**src/rtl/axil_cmd_master_pkg.sv**
```systemverilog
// Shared types and constants for the AXI-Lite command master.
package axil_cmd_master_pkg;

    // Transaction sequencer states
    typedef enum logic [2:0] {
        ST_IDLE    = 3'd0,
        ST_WR_REQ  = 3'd1,
        ST_WR_RESP = 3'd2,
        ST_RD_REQ  = 3'd3,
        ST_RD_DATA = 3'd4,
        ST_RSP     = 3'd5
    } state_t;

    // AXI response codes
    localparam logic [1:0] RESP_OKAY   = 2'b00;
    localparam logic [1:0] RESP_SLVERR = 2'b10;

    // Cycles a transaction may stay outstanding before it is abandoned
    localparam int DEFAULT_TIMEOUT_CYCLES = 1024;

    // Width of a counter that must hold 0..t inclusive; never narrower than 1 bit
    function automatic int cnt_width(input int t);
        return (t < 1) ? 1 : $clog2(t + 1);
    endfunction

endpackage

```
**src/rtl/axil_cmd_master_timeout_cnt.sv**
```systemverilog
// Per-transaction watchdog. Counts busy cycles from command accept and
// saturates at TIMEOUT_CYCLES. 'expired' is raised in the busy cycle that
// carries the count up to TIMEOUT_CYCLES, so the owner can abandon the
// transaction at that edge and have valids low on the following cycle.
// TIMEOUT_CYCLES = 0 disables the watchdog entirely.
module axil_timeout_cnt
    import axil_cmd_master_pkg::*;
#(
    parameter int TIMEOUT_CYCLES = DEFAULT_TIMEOUT_CYCLES
) (
    input  logic aclk,
    input  logic resetn,
    input  logic clr,
    input  logic en,
    output logic expired
);

    localparam int            CW      = cnt_width(TIMEOUT_CYCLES);
    localparam logic [CW-1:0] LIMIT   = CW'(TIMEOUT_CYCLES);
    localparam bit            ENABLED = (TIMEOUT_CYCLES != 0);

    logic [CW-1:0] cnt;
    logic [CW:0]   cnt_inc;

    // Busy-cycle counter: cleared on accept, held at LIMIT once reached
    always_ff @(posedge aclk) begin
        if (!resetn) begin
            cnt <= '0;
        end else if (clr) begin
            cnt <= '0;
        end else if (en && (cnt != LIMIT)) begin
            cnt <= cnt + CW'(1);
        end
    end

    // Extra bit keeps the look-ahead compare free of wrap-around
    assign cnt_inc = {1'b0, cnt} + {{CW{1'b0}}, 1'b1};
    assign expired = ENABLED && en && (cnt_inc >= {1'b0, LIMIT});

endmodule

```
**src/rtl/axil_cmd_master.sv**
```systemverilog
// Single-outstanding AXI-Lite master driven by a simple valid/ready command
// port. One command is accepted in IDLE, issued as a write (AW+W then B) or
// a read (AR then R), and its result is presented on the response port.
// A busy-cycle watchdog abandons transactions the slave never completes.
module axil_cmd_master
    import axil_cmd_master_pkg::*;
#(
    parameter int TIMEOUT_CYCLES = DEFAULT_TIMEOUT_CYCLES,
    parameter int ADDR_W         = 32
) (
    input  logic              aclk,
    input  logic              resetn,

    input  logic              cmd_valid,
    output logic              cmd_ready,
    input  logic              cmd_wr,
    input  logic [ADDR_W-1:0] cmd_addr,
    input  logic [31:0]       cmd_wdata,

    output logic              rsp_valid,
    input  logic              rsp_ready,
    output logic [31:0]       rsp_rdata,
    output logic [1:0]        rsp_resp,
    output logic              rsp_timeout,

    output logic              m_axi_lite_awvalid,
    input  logic              m_axi_lite_awready,
    output logic [ADDR_W-1:0] m_axi_lite_awaddr,
    output logic              m_axi_lite_wvalid,
    input  logic              m_axi_lite_wready,
    output logic [31:0]       m_axi_lite_wdata,
    output logic [3:0]        m_axi_lite_wstrb,
    input  logic              m_axi_lite_bvalid,
    output logic              m_axi_lite_bready,
    input  logic [1:0]        m_axi_lite_bresp,
    output logic              m_axi_lite_arvalid,
    input  logic              m_axi_lite_arready,
    output logic [ADDR_W-1:0] m_axi_lite_araddr,
    input  logic              m_axi_lite_rvalid,
    output logic              m_axi_lite_rready,
    input  logic [31:0]       m_axi_lite_rdata,
    input  logic [1:0]        m_axi_lite_rresp
);

    state_t              state_q, state_d;
    logic                awvalid_q, awvalid_d;
    logic                wvalid_q, wvalid_d;
    logic                arvalid_q, arvalid_d;
    logic [ADDR_W-1:0]   addr_q, addr_d;
    logic [31:0]         wdata_q, wdata_d;
    logic [31:0]         rdata_q, rdata_d;
    logic [1:0]          resp_q, resp_d;
    logic                timeout_q, timeout_d;

    logic                accept;
    logic                busy;
    logic                tmo_expired;
    logic                abort;
    logic                aw_done;
    logic                w_done;

    assign accept = (state_q == ST_IDLE) && cmd_valid;
    assign busy   = (state_q == ST_WR_REQ)  || (state_q == ST_WR_RESP) ||
                    (state_q == ST_RD_REQ)  || (state_q == ST_RD_DATA);

    // A channel is finished once its valid has dropped or it handshakes now
    assign aw_done = !awvalid_q || m_axi_lite_awready;
    assign w_done  = !wvalid_q  || m_axi_lite_wready;

    axil_timeout_cnt #(
        .TIMEOUT_CYCLES (TIMEOUT_CYCLES)
    ) u_timeout_cnt (
        .aclk    (aclk),
        .resetn  (resetn),
        .clr     (accept),
        .en      (busy),
        .expired (tmo_expired)
    );

    // State, channel valids and captured command/response registers
    always_ff @(posedge aclk) begin
        if (!resetn) begin
            state_q   <= ST_IDLE;
            awvalid_q <= 1'b0;
            wvalid_q  <= 1'b0;
            arvalid_q <= 1'b0;
            addr_q    <= '0;
            wdata_q   <= '0;
            rdata_q   <= '0;
            resp_q    <= RESP_OKAY;
            timeout_q <= 1'b0;
        end else begin
            state_q   <= state_d;
            awvalid_q <= awvalid_d;
            wvalid_q  <= wvalid_d;
            arvalid_q <= arvalid_d;
            addr_q    <= addr_d;
            wdata_q   <= wdata_d;
            rdata_q   <= rdata_d;
            resp_q    <= resp_d;
            timeout_q <= timeout_d;
        end
    end

    // Next-state and next-register values; a completing handshake always
    // wins over a watchdog expiry in the same cycle
    always_comb begin
        state_d   = state_q;
        awvalid_d = awvalid_q;
        wvalid_d  = wvalid_q;
        arvalid_d = arvalid_q;
        addr_d    = addr_q;
        wdata_d   = wdata_q;
        rdata_d   = rdata_q;
        resp_d    = resp_q;
        timeout_d = timeout_q;
        abort     = 1'b0;

        unique case (state_q)
            ST_IDLE: begin
                if (cmd_valid) begin
                    addr_d    = cmd_addr;
                    wdata_d   = cmd_wdata;
                    timeout_d = 1'b0;
                    if (cmd_wr) begin
                        awvalid_d = 1'b1;
                        wvalid_d  = 1'b1;
                        state_d   = ST_WR_REQ;
                    end else begin
                        arvalid_d = 1'b1;
                        state_d   = ST_RD_REQ;
                    end
                end
            end

            ST_WR_REQ: begin
                if (awvalid_q && m_axi_lite_awready) awvalid_d = 1'b0;
                if (wvalid_q && m_axi_lite_wready)   wvalid_d  = 1'b0;
                if (aw_done && w_done) begin
                    state_d = ST_WR_RESP;
                end else if (tmo_expired) begin
                    abort = 1'b1;
                end
            end

            ST_WR_RESP: begin
                if (m_axi_lite_bvalid) begin
                    resp_d  = m_axi_lite_bresp;
                    rdata_d = '0;
                    state_d = ST_RSP;
                end else if (tmo_expired) begin
                    abort = 1'b1;
                end
            end

            ST_RD_REQ: begin
                if (m_axi_lite_arready) begin
                    arvalid_d = 1'b0;
                    state_d   = ST_RD_DATA;
                end else if (tmo_expired) begin
                    abort = 1'b1;
                end
            end

            ST_RD_DATA: begin
                if (m_axi_lite_rvalid) begin
                    rdata_d = m_axi_lite_rdata;
                    resp_d  = m_axi_lite_rresp;
                    state_d = ST_RSP;
                end else if (tmo_expired) begin
                    abort = 1'b1;
                end
            end

            ST_RSP: begin
                if (rsp_ready) state_d = ST_IDLE;
            end

            default: begin
                state_d   = ST_IDLE;
                awvalid_d = 1'b0;
                wvalid_d  = 1'b0;
                arvalid_d = 1'b0;
            end
        endcase

        if (abort) begin
            awvalid_d = 1'b0;
            wvalid_d  = 1'b0;
            arvalid_d = 1'b0;
            rdata_d   = '0;
            resp_d    = RESP_SLVERR;
            timeout_d = 1'b1;
            state_d   = ST_RSP;
        end
    end

    assign cmd_ready          = resetn && (state_q == ST_IDLE);

    assign rsp_valid          = (state_q == ST_RSP);
    assign rsp_rdata          = rdata_q;
    assign rsp_resp           = resp_q;
    assign rsp_timeout        = timeout_q;

    assign m_axi_lite_awvalid = awvalid_q;
    assign m_axi_lite_awaddr  = addr_q;
    assign m_axi_lite_wvalid  = wvalid_q;
    assign m_axi_lite_wdata   = wdata_q;
    assign m_axi_lite_wstrb   = 4'hF;
    assign m_axi_lite_bready  = (state_q == ST_WR_RESP);
    assign m_axi_lite_arvalid = arvalid_q;
    assign m_axi_lite_araddr  = addr_q;
    assign m_axi_lite_rready  = (state_q == ST_RD_DATA);

endmodule
```
**config.mk**
```make
export PLATFORM = sky130hd
export DESIGN_NAME = axil_cmd_master
export DESIGN_NICKNAME = d
export VERILOG_FILES = /design/src/rtl/axil_cmd_master_pkg.sv /design/src/rtl/axil_cmd_master_timeout_cnt.sv /design/src/rtl/axil_cmd_master.sv
export SDC_FILE = /design/constraint.sdc
export NUM_CORES = 1
export LEC_CHECK = 0
export CORE_MARGIN = 2
export CORE_UTILIZATION = 40
export CTS_BUF_LIST = sky130_fd_sc_hd__clkbuf_4
export CTS_CLUSTER_DIAMETER = 50
export DETAILED_ROUTE_END_ITERATION = 10
export GPL_ROUTABILITY_DRIVEN = 0
export PLACE_DENSITY = 0.79
export SKIP_CTS_REPAIR_TIMING = 1
export SLEW_MARGIN = 20
export SYNTH_ARGS = -nofsm -noshare
export SYNTH_HDL_FRONTEND = slang
export SYNTH_SLANG_ARGS = --single-unit
```
**constraint.sdc**
```tcl
create_clock -name aclk -period 2 [get_ports aclk]
set_clock_uncertainty 0.1 [all_clocks]
set_input_delay 0.3 -clock aclk [delete_from_list [all_inputs] [get_ports aclk]]
set_output_delay 0.3 -clock aclk [all_outputs]
set_load 0.02 [all_outputs]
```
==> metrics.md <==
| Metric | Value |
|---|---|
| Crit-path max FO | 12 |
| Reg-to-Reg End | u_timeout_cnt.cnt[2] |
| Clock latency on the worst-skew pair | 540 ps |
| Initial core utilization | 41.2% |
| CP Cell Sequence | buf_4 -> nor3b_4 -> buf_2 |
| Share of layout cells above drive strength 1 | 14.9% |
| Commonest non-fill, non-tap cell in the layout | clkdlybuf4s50_1 |
| Overall routing resource usage | 22.7% |
| Unrepaired setup endpoints after global routing | true |
| Clk root buf | clkbuf_4 |
| Total Power | 8.69 mW |
| Post-synth top flop | dfxtp_1 |
| Worst reg2reg path depth | 5 |
| Cell family with most CP delay | buffers and inverters |
| Hold path depth | 3 |
| Fill cell count | 1,057 |
| Finished Core Util | 65.2% |
| Drt initial violations | 480 |
| TritonCTS clock tree | built |
| Endpoints failing setup | 1 |
| Vias in the first global route | 5,221 |
| Placed instance count | 1,000 |
| Crit path DAT | 1630 ps |
| Buffers on Ports | 247 |
| Failing checks | negative setup slack |
| FFs w/ async S/R, synth | 0% |
| CTS max path bufs | 2 |
| Detail Placement HPWL | 12,000 µm |
| WL final | 16,800 µm |
| Critical hold path startpoint | cmd_wdata[7] |
| Pre-CTS setup slack | -158 ps |
| R2R setup slack | 30 ps |
| Total number of vias | 5,260 |
| Worst setup margin | -29.8 ps |
| Slew Viols, Final | 0 |
| Vias/cell | 5.08 |
| Row count | 41 |
| Register area share after synthesis | 44.3% |
| Critical path's largest stage delay | 410 ps |
| Total clock sinks | 116 |
| Avg Inst Size Synth | 8.46 µm² |
| CP startpoint kind | register |
| Layout Cells excl Fill | 1,035 |
| Max-cap violation count | 0 |
| CTS buffer count | 17 |
| Yosys warnings | 0 |
| EDFF count, synth | 0 |
| Maximum vdd drop | 752 µV |
| WP depth | 3 |
| WP buf/inv | 2 |
| Crit path time final | 2030 ps |
| Drt first pass iters | 5 |
| Antenna Cells | 0 |
| Final Hold Viols | 0 |
| Crit path to | m_axi_lite_rready |
| Worst setup EP type | primary output |
| Clock Pin Slew Worst Setup and Hold Paths | 110 ps |
| Commonest non-fill, non-tap cells in the layout | clkdlybuf4s50_1, nand2_1, dfxtp_1 |
| Distinct cell type count after synthesis | 57 |
| Die X | 118 µm |
| CP max-delay cell | dfxtp_4 |
| Critical Path RT | 1600 ps |
| Pin count of the biggest net entering global routing | 65 |
| # DRC | 0 |
| Final nets | 962 |
| Area of the multi-input gates | 2450 µm² |
| Die height | 118 µm |
| H-tree depth | 4 |
| Pwr/cell area | 1050 nW/µm² |
| Area growth syn-to-layout | 58.3% |
| Hold Crit Class | in -> reg |
| Crit path launch | state_q[0] |
| Final Cycle Share | 101% |
| Core region area | 12,700 µm² |
| Flop and latch count out of synthesis | 116 |
| WL/cell | 16.2 µm |
| Setup CP Type | reg -> out |
| Highest Clock Rate | 493 MHz |
| Initial antenna violation count | 0 |
| I/O pins | 252 |
| Cells after Synth | 620 |
| LEAKAGE | 3.43 nW |
| Register Area | 2340 µm² |
| Netlist Area Pre-Place | 5240 µm² |
| Die area | 14,000 µm² |
| Status | finished, violations left |
| Gr ovfl total | 0 |
| DRT antenna net count | 0 |
| Reg2reg start | state_q[0] |
| First-pass GRT wire length | 25,900 µm |
==> worst min path at each step <==
stage,end,slack (ps)
2_1_floorplan,m_axi_lite_araddr[18],340
3_3_place_gp,m_axi_lite_wdata[30],340
3_5_place_dp,m_axi_lite_wdata[0],350
4_1_cts,m_axi_lite_wdata[25],130
5_1_grt,m_axi_lite_wdata[17],170
6_report,m_axi_lite_wdata[7],190
==> sequential cells by signal, summed over array words and instances (netlist names) <==
| signal | cells |
|---|---|
| m_axi_lite_araddr | 32 |
| m_axi_lite_arvalid | 1 |
| m_axi_lite_wvalid | 1 |
| m_axi_lite_wdata | 32 |
| u_timeout_cnt.cnt | 11 |
| state_q | 3 |
| rsp_timeout | 1 |
| m_axi_lite_awvalid | 1 |
| rsp_resp | 2 |
| rsp_rdata | 32 |
==> where the power goes <==
| part | leakage [nW] | switching, mW | total, mW | internal, mW |
|---|---|---|---|---|
| Combinational | 2.35 | 2.20 | 4.08 | 1.89 |
| Clock | 0.136 | 0.876 | 1.62 | 0.739 |
| Sequential | 0.948 | 0.306 | 3.00 | 2.69 |
==> metal layers <==
metal | part of all wire [%] | up-vias | track usage (%)
met1 | 40 | 2439 | 25.4
met2 | 50 | 237 | 40.0
met5 | 0 | - | 0
met3 | 7.6 | 42 | 6.61
li1 | - | 2542 | -
met4 | 2.7 | 0 | 10.1
==> worst reg2reg max path: stages, from the launching register on <==
cell and delay (ps):
dfxtp_4 410, buf_4 180, o21a_1 210, a311o_2 390
or3_1 380, a21oi_1 210
==> cell usage after synthesis, types with 4 or more instances <==
master / number / area [µm²]
buf_4: 42 / 315
a211oi_1: 12 / 90.1
buf_6: 4 / 45.0
buf_2: 16 / 80.1
clkbuf_1: 24 / 90.1
o21ai_0: 4 / 20.0
xnor2_1: 4 / 35.0
nor2_1: 12 / 45.0
nor4_1: 4 / 25.0
inv_1: 7 / 26.3
a21oi_1: 74 / 370
dfxtp_1: 116 / 2320
nand2b_1: 33 / 206
nand2_1: 140 / 526
o21a_1: 4 / 30.0
a211oi_2: 20 / 250
nand3_1: 36 / 180
or3_1: 5 / 31.3
==> cell families (layout without fill, tap and decap cells) <==
logic type	count (synthesis)	in the layout	synth area share [%]
XOR/XNOR	5	5	0.835
AO/OA/AOI/OAI	139	139	19.0
buffers and inverters	93	333	10.6
multiplexers	4	4	0.811
AND/OR/NAND/NOR	260	260	23.8
flip-flops	116	116	44.3
adder cells (fa/ha/maj)	2	2	0.477
other	1	4	0.0715
==> per-stage QoR <==
stage	cell area, µm²	TNS, ps	hold WS, ps
floorplan	5250	0	336
global placement	7860	-11070	341
detailed placement	7860	-12480	345
CTS	8120	-2800	135
global route	8300	-177	165
finish	8300	-29.8	194
==> layout make-up <==
type,count,share of cell area (%)
timing repair buffer,294,36.3
multi-input combinational,414,29.5
sequential,116,28.1
tap,172,2.59
clock buffer,19,1.72
clock inverter,13,1.40
inverter,7,0.332
Note: power is estimated with default switching activity, not from simulation.
